`src/rtl/rob_pkg.sv`:
```
// Shared reorder-buffer sizing and the per-entry record.
// DEPTH must be a power of two and TAG_W must equal log2(DEPTH).
package rob_pkg;

   localparam int DEPTH = 8;
   localparam int TAG_W = 3;

   typedef struct packed {
      logic        busy;
      logic        done;
      logic [4:0]  dest;
      logic [31:0] data;
   } rob_entry_t;

endpackage

```
`src/rtl/reorder_buffer.sv`:
```
// In-order retirement buffer: allocates tags at the tail, captures CDB results,
// retires from the head one entry per cycle, and forwards operands to the regfile.
module reorder_buffer
   import rob_pkg::rob_entry_t;
#(
   parameter int DEPTH = rob_pkg::DEPTH,
   parameter int TAG_W = rob_pkg::TAG_W
) (
   input  logic             clk,
   input  logic             rst,
   input  logic             alloc_valid,
   input  logic [4:0]       alloc_dest,
   output logic             alloc_ready,
   output logic [TAG_W-1:0] alloc_tag,
   input  logic             cdb_valid,
   input  logic [TAG_W-1:0] cdb_tag,
   input  logic [31:0]      cdb_data,
   output logic             commit_load,
   output logic [4:0]       commit_dest,
   output logic [31:0]      commit_data,
   output logic [TAG_W-1:0] commit_tag,
   input  logic [TAG_W-1:0] rd_tag_a,
   input  logic [TAG_W-1:0] rd_tag_b,
   output logic             rd_ready_a,
   output logic             rd_ready_b,
   output logic [31:0]      rd_data_a,
   output logic [31:0]      rd_data_b,
   input  logic             flush,
   output logic [TAG_W:0]   count
);

   localparam int PTR_W = TAG_W + 1;

   rob_entry_t       entries [DEPTH];
   logic [PTR_W-1:0] head;
   logic [PTR_W-1:0] tail;
   logic [PTR_W-1:0] head_nxt;
   logic [PTR_W-1:0] tail_nxt;
   logic [TAG_W-1:0] head_idx;
   logic [TAG_W-1:0] tail_idx;
   logic             full;
   logic             alloc_fire;
   logic             cdb_hit;

   assign head_idx = head[TAG_W-1:0];
   assign tail_idx = tail[TAG_W-1:0];

   // Extra wrap bit distinguishes full from empty when the indices coincide.
   assign full        = (head_idx == tail_idx) && (head[TAG_W] != tail[TAG_W]);
   assign alloc_ready = !full;
   assign alloc_tag   = tail_idx;

   assign alloc_fire = alloc_valid && !full && !flush;
   assign cdb_hit    = cdb_valid && entries[cdb_tag].busy && !entries[cdb_tag].done && !flush;

   assign head_nxt = head + PTR_W'(commit_load);
   assign tail_nxt = tail + PTR_W'(alloc_fire);

   always_comb begin
      commit_load = 1'b0;
      commit_dest = '0;
      commit_data = '0;
      commit_tag  = '0;
      if (entries[head_idx].busy && entries[head_idx].done && !flush) begin
         commit_load = 1'b1;
         commit_dest = entries[head_idx].dest;
         commit_data = entries[head_idx].data;
         commit_tag  = head_idx;
      end
   end

   // Stored results win over a same-cycle broadcast; the broadcast covers the
   // cycle before the result lands in the entry.
   always_comb begin
      rd_ready_a = 1'b0;
      rd_data_a  = '0;
      if (entries[rd_tag_a].busy && entries[rd_tag_a].done) begin
         rd_ready_a = 1'b1;
         rd_data_a  = entries[rd_tag_a].data;
      end else if (cdb_valid && (cdb_tag == rd_tag_a)) begin
         rd_ready_a = 1'b1;
         rd_data_a  = cdb_data;
      end
   end

   always_comb begin
      rd_ready_b = 1'b0;
      rd_data_b  = '0;
      if (entries[rd_tag_b].busy && entries[rd_tag_b].done) begin
         rd_ready_b = 1'b1;
         rd_data_b  = entries[rd_tag_b].data;
      end else if (cdb_valid && (cdb_tag == rd_tag_b)) begin
         rd_ready_b = 1'b1;
         rd_data_b  = cdb_data;
      end
   end

   always_ff @(posedge clk or posedge rst) begin
      if (rst) begin
         head  <= '0;
         tail  <= '0;
         count <= '0;
         for (int i = 0; i < DEPTH; i++) begin
            entries[i] <= '0;
         end
      end else if (flush) begin
         head  <= '0;
         tail  <= '0;
         count <= '0;
         for (int i = 0; i < DEPTH; i++) begin
            entries[i].busy <= 1'b0;
            entries[i].done <= 1'b0;
         end
      end else begin
         if (alloc_fire) begin
            entries[tail_idx].busy <= 1'b1;
            entries[tail_idx].done <= 1'b0;
            entries[tail_idx].dest <= alloc_dest;
         end
         if (cdb_hit) begin
            entries[cdb_tag].done <= 1'b1;
            entries[cdb_tag].data <= cdb_data;
         end
         if (commit_load) begin
            entries[head_idx].busy <= 1'b0;
         end
         head  <= head_nxt;
         tail  <= tail_nxt;
         count <= tail_nxt - head_nxt;
      end
   end

endmodule

```
`config.mk`:
```
export PLATFORM = sky130hd
export DESIGN_NAME = reorder_buffer
export DESIGN_NICKNAME = d
export VERILOG_FILES = /design/src/rtl/rob_pkg.sv /design/src/rtl/reorder_buffer.sv
export SDC_FILE = /design/constraint.sdc
export NUM_CORES = 1
export LEC_CHECK = 0
export BUFFER_PORTS_ARGS = -buffer_cell sky130_fd_sc_hd__buf_2
export CAP_MARGIN = 30
export CORE_AREA = 10 10 204 187
export CTS_CLUSTER_DIAMETER = 80
export CTS_CLUSTER_SIZE = 8
export DETAILED_ROUTE_END_ITERATION = 8
export DIE_AREA = 0 0 214 197
export PLACE_DENSITY = 0.79
export SETUP_SLACK_MARGIN = 0.4
export SYNTH_ARGS = -nofsm -noshare
export SYNTH_HDL_FRONTEND = slang
export SYNTH_SLANG_ARGS = --single-unit
```
`constraint.sdc`:
```
create_clock -name clk -period 16.29 [get_ports clk]
set_clock_uncertainty 0.1 [all_clocks]
set_input_delay 1.629 -clock clk [delete_from_list [all_inputs] [get_ports clk]]
set_output_delay 1.629 -clock clk [all_outputs]
set_load 0.05 [all_outputs]
```
# == Yosys cells after proc, flatten, opt, wreduce, memory -nomap -nowiden ==
# Index checks and enable logic that the tools add are counted.
# totals
memories,0
reg_bits,324
latchBits,0
input_bits,51
ramBits,0
output_inout_bits,115
rom_bits,0
# classes
div,0
n_reduce_logical,18
shift,0
n_lt_le_gt_ge,8
n_mux,58
add_sub_neg,3
n_eq_ne,4
n_bitwise,5
n_mul,0
# op_table
op,count
$bwmux 312,6
$mux 312,5
$demux 39 s3,6
$bmux 39 s3,4
$mux 39,10
$mux 32,6
$mux 38,2
$mux 37,1
$ge 4x4->1 const B,5
$not 3->4,5
$mux 2,8
$logic_and 1x1->1,15
$lt 4x1->1 const B,3
$mux 4,3
$eq 3x3->1,3
$add 4x1->4,2
$mux 1,5
$mux 5,1
$sub 4x4->4,1
$logic_not 1->1,3
$mux 3,1
$ne 1x1->1,1

# == Longest topological paths before layout ==
# logic_depth
word_depth,17
depth_mapped,16
depth_no_buf,13

# == Least setup slack after synthesis ==
# No wires, ideal clock.
# synth_timing
path_kind,in2out
from,in rd_tag_a[0]
to,out rd_data_a[10]
stages,7
arrival_time_ns,3.660
path_buffers,4
slack_ns,10.901
cell_sequence,buf_2 -> buf_2 -> buf_2 -> buf_2 -> mux4_2 -> mux2i_1 -> a21oi_1
# synth_via
elab_chain_len,6
word_cells_on_any_way,9
# synth_rtl
item,line_no,text
"start, declared",reorder_buffer.sv:22,"input logic [TAG_W-1:0] rd_tag_a,"
$not 3->4 (not written as such),"reorder_buffer.sv:77, reorder_buffer.sv:79",
$bmux 39 s3,"reorder_buffer.sv:77, reorder_buffer.sv:79",
$mux 39 (not written as such) (2 in series),reorder_buffer.sv:79,rd_data_a = entries[rd_tag_a].data;
$logic_and 1x1->1,reorder_buffer.sv:77,if (entries[rd_tag_a].busy && entries[rd_tag_a].done) begin
$mux 32 (*),reorder_buffer.sv:77,
"end, declared",reorder_buffer.sv:26,"output logic [31:0] rd_data_a,"
# Every way passes the cells marked *; elsewhere a longest branch is shown, timed or not. The select of a mux whose other input is x is not followed.

# == Final worst setup path ==
# layout_timing
from,reg head[1]
to,out commit_data[0]
# layout_via
elab_chain_len,7
# layout_rtl
item,line_no,text
"start, declared",reorder_buffer.sv:35,logic [PTR_W-1:0] head;
"start signal, assigned",reorder_buffer.sv:127,head <= head_nxt;
$not 3->4 (not written as such) (*),"reorder_buffer.sv:64, reorder_buffer.sv:67",
$bmux 39 s3 (*),"reorder_buffer.sv:64, reorder_buffer.sv:67",
$mux 39 (not written as such) (*) (2 in series),reorder_buffer.sv:67,commit_data = entries[head_idx].data;
$logic_and 1x1->1 (2 in series),reorder_buffer.sv:64,if (entries[head_idx].busy && entries[head_idx].done && !flush) begin
$mux 32 (*),reorder_buffer.sv:64,
"end, declared",reorder_buffer.sv:20,"output logic [31:0] commit_data,"
# Marked as above.

==> impl_results.md <==
- Startpoint Class: register
- Sequential-to-total area share from yosys stat: 40.61%
- Boundary pin count: approximately 170
- Port-buffer cells: roughly 170
- Drt drc: 0
- Max Slew Vio Count: 0
- Gates resized, CTS repair: 0
- DRT antenna net count: 0
- Total GRT Usage: 28.60%
- CTS H-tree lvls: 2
- Row count: 64
- DP Area: 0.02085 mm²
- Clk buf depth: 3
- CTS buffer count: between 40 and 50
- CP max FO: 48
- Worst endpoint data arrival time: approximately 4.9 ns
- RSZ-0062 raised after global routing: no
- Synth warn: 0
- Core area: 0.03371 mm²
- Setup bufs post-CTS: 0
- Die ar.: about 0.042 mm²
- CP dominant cell by count: buf_4
- Max Freq: roughly 150 MHz
- Worst min path class: reg -> reg
- Hold_buf cts: 0
- Vias in the first global route: ~16000
- Critical Path Sink Type: output port
- TritonCTS clock tree: done
- Reg clk slew, reported paths: 0.05 ns
- CP Cell Sequence: buf_4, nand2b_1, nor2_1, a221o_1, nand3_2, buf_4, a211oi_1, buf_2
- Initial DRC count: between 1500 and 2000
- Die Y: between 150 and 200 µm
- Largest net degree at the start of global routing: 130
- First-pass GRT wire length: 94.57 mm
- Core Util, Final: between 60% and 70%
- Final setup viols: 0
- Layout cells sized above 1: between 40% and 50%
- Grt ovf: 0
- Pre-antenna DRT Iters: 5
- WL final: approximately 60 mm
- Vias: about 15000
- Final period util: about 41%
- Dpl hpwl: ~37 mm
- Worst slew margin: a little over a third
- Drt via density: 7.050
- Fin nets: 1691
- Post-synth cell types: 63
- Setup TNS: 0 ns
- Post-synth EDFFs: 0
- Hold-critical path depth: 1
- #FFs+latches synth: 324
- # clock sinks: approximately 320
- Critical-path top delay cell: dfrtp_4
- Ys async rst share: 100.0%
- Crit path kind: reg -> out
- Initial Util: approximately three fifths
- Routed len/inst: 28.99 µm
- P&R area growth vs syn: 11.01%
- Gpl congestion: 0.9404
- CP peak stage delay: approximately 0.94 ns
- Synthesized instance count: 1560
- Die X-Extent: about 210 µm
- Syn Nets: between 1500 and 2000
- Setup Slack @ Placement: 10.01 ns
- P_leak: between 0.01 and 0.015 µW
- Final hold violations: 0
- P per Cell Area: 87.19 mW/mm²
- Clock root buffer: clkbuf_16
- Worst r2r path cells: 15
- Non-filler cells, final: 2099
- Final Worst Setup Slack: about 9.6 ns
- Crit path required time: around 15 ns
- Outcome: complete, no violations
- Initial antenna violation count: 3
- Most used DFF post-synth: dfrtp_1
- Finished Cell Area: roughly 0.022 mm²
- Syn Area/Cell: around 13 µm²
- Max_cap viols: 0
- Fin crit period: 6.671 ns
- Commonest non-fill, non-tap cell in the layout: dfrtp_1
- Least-Margin Pin Slew: about 0.97 ns
- Clock Latency Late Sink: between 0.5 and 0.6 ns
- DP Cell Count: between 2000 and 2500
- VDD IR max: between 0.07 and 0.08 mV
- Synthesized area: between 0.015 and 0.02 mm²
- Most frequent cells in the layout: 321 x dfrtp_1, 289 x mux2_2, 168 x a21oi_1
## final timing paths
kind                            startpoint                         end  slack (ns)
max in group asynchronous              rst  asynchronous set/reset pin       13.56
worst min-delay path              register                    register        0.40
worst min register to register    register                    register        0.40
worst max register to register     head[1]                    count[3]       10.89
min in group asynchronous              rst                    count[1]        1.11
worst max-delay path               head[1]              commit_data[0]        9.62
## routing by layer
metal | part of all wire, % | up-vias | GRT usage, %
met2 | 48 | 872 | 46.10
met3 | 9.4 | 187 | 6.047
met5 | 0.051 | - | 0
li1 | - | 6076 | -
met4 | 4.2 | 4 | 13.69
met1 | 38 | 7659 | 36.57
## layout make-up
cell class / count / area, µm²
Timing Repair Buffer: 196 / 1152
Tap cell: 462 / 578.1
Multi-Input combinational cell: 1046 / 11010
Fill cell: 2474 / 11550
Inverter: 18 / 75.07
Clock inverter: 4 / 63.81
Antenna cell: 1 / 2.502
Sequential cell: 324 / 8117
Clock buffer: 48 / 1159
## cell usage after synthesis (all sizes together) (7+ instances only)
| master | number | area share (%) |
|---|---|---|
| a211oi | 14 | 0.53 |
| a21oi | 168 | 4.2 |
| a221oi | 8 | 0.35 |
| buf | 112 | 3.0 |
| clkbuf | 60 | 1.1 |
| dfrtp | 324 | 41 |
| ha | 7 | 0.44 |
| inv | 18 | 0.34 |
| mux2 | 319 | 19 |
| mux2i | 97 | 4.9 |
| mux4 | 158 | 18 |
| nand2 | 53 | 1.0 |
| nand2b | 8 | 0.25 |
| nand3 | 20 | 0.50 |
| nor2 | 48 | 0.90 |
| nor2b | 12 | 0.38 |
| nor3 | 7 | 0.20 |
| o21ai | 18 | 0.45 |
| o221ai | 22 | 0.97 |
| o22ai | 29 | 0.94 |
| or2 | 7 | 0.23 |
| xor2 | 9 | 0.39 |
## through the flow
step                      hold WS (ns)  total power [µW]
after global routing            0.4138              1992
after detailed placement        0.3926              1085
after global placement          0.3808              1076
final                           0.4047              1932
after floorplan                 0.3712              1031
after CTS                       0.4034              1938
## report_power, final
part / switching (µW) / internal, µW / leakage (µW)
registers: 28.1 / 839 / 0.00447
logic: 117 / 93.0 / 0.00522
clock network: 343 / 513 / 0.000599
## cell families after synthesis
logic type | after synthesis | share of synthesized area (%)
simple gates | 168 | 3.974
flops | 324 | 40.61
buf+inv | 190 | 4.437
compound gates | 280 | 8.436
fa+ha+maj | 8 | 0.5390
mux | 574 | 41.23
xor+xnor | 16 | 0.7709
## critical path: cells and delay by family (launching register included)
family,cells,cell delay [ns]
buffers and inverters,3,1.47
and+or+nand+nor,3,1.31
DFF,1,0.94
AOI/OAI and AO/OA,2,0.62
No activity file was read; power rests on OpenSTA's default activity.
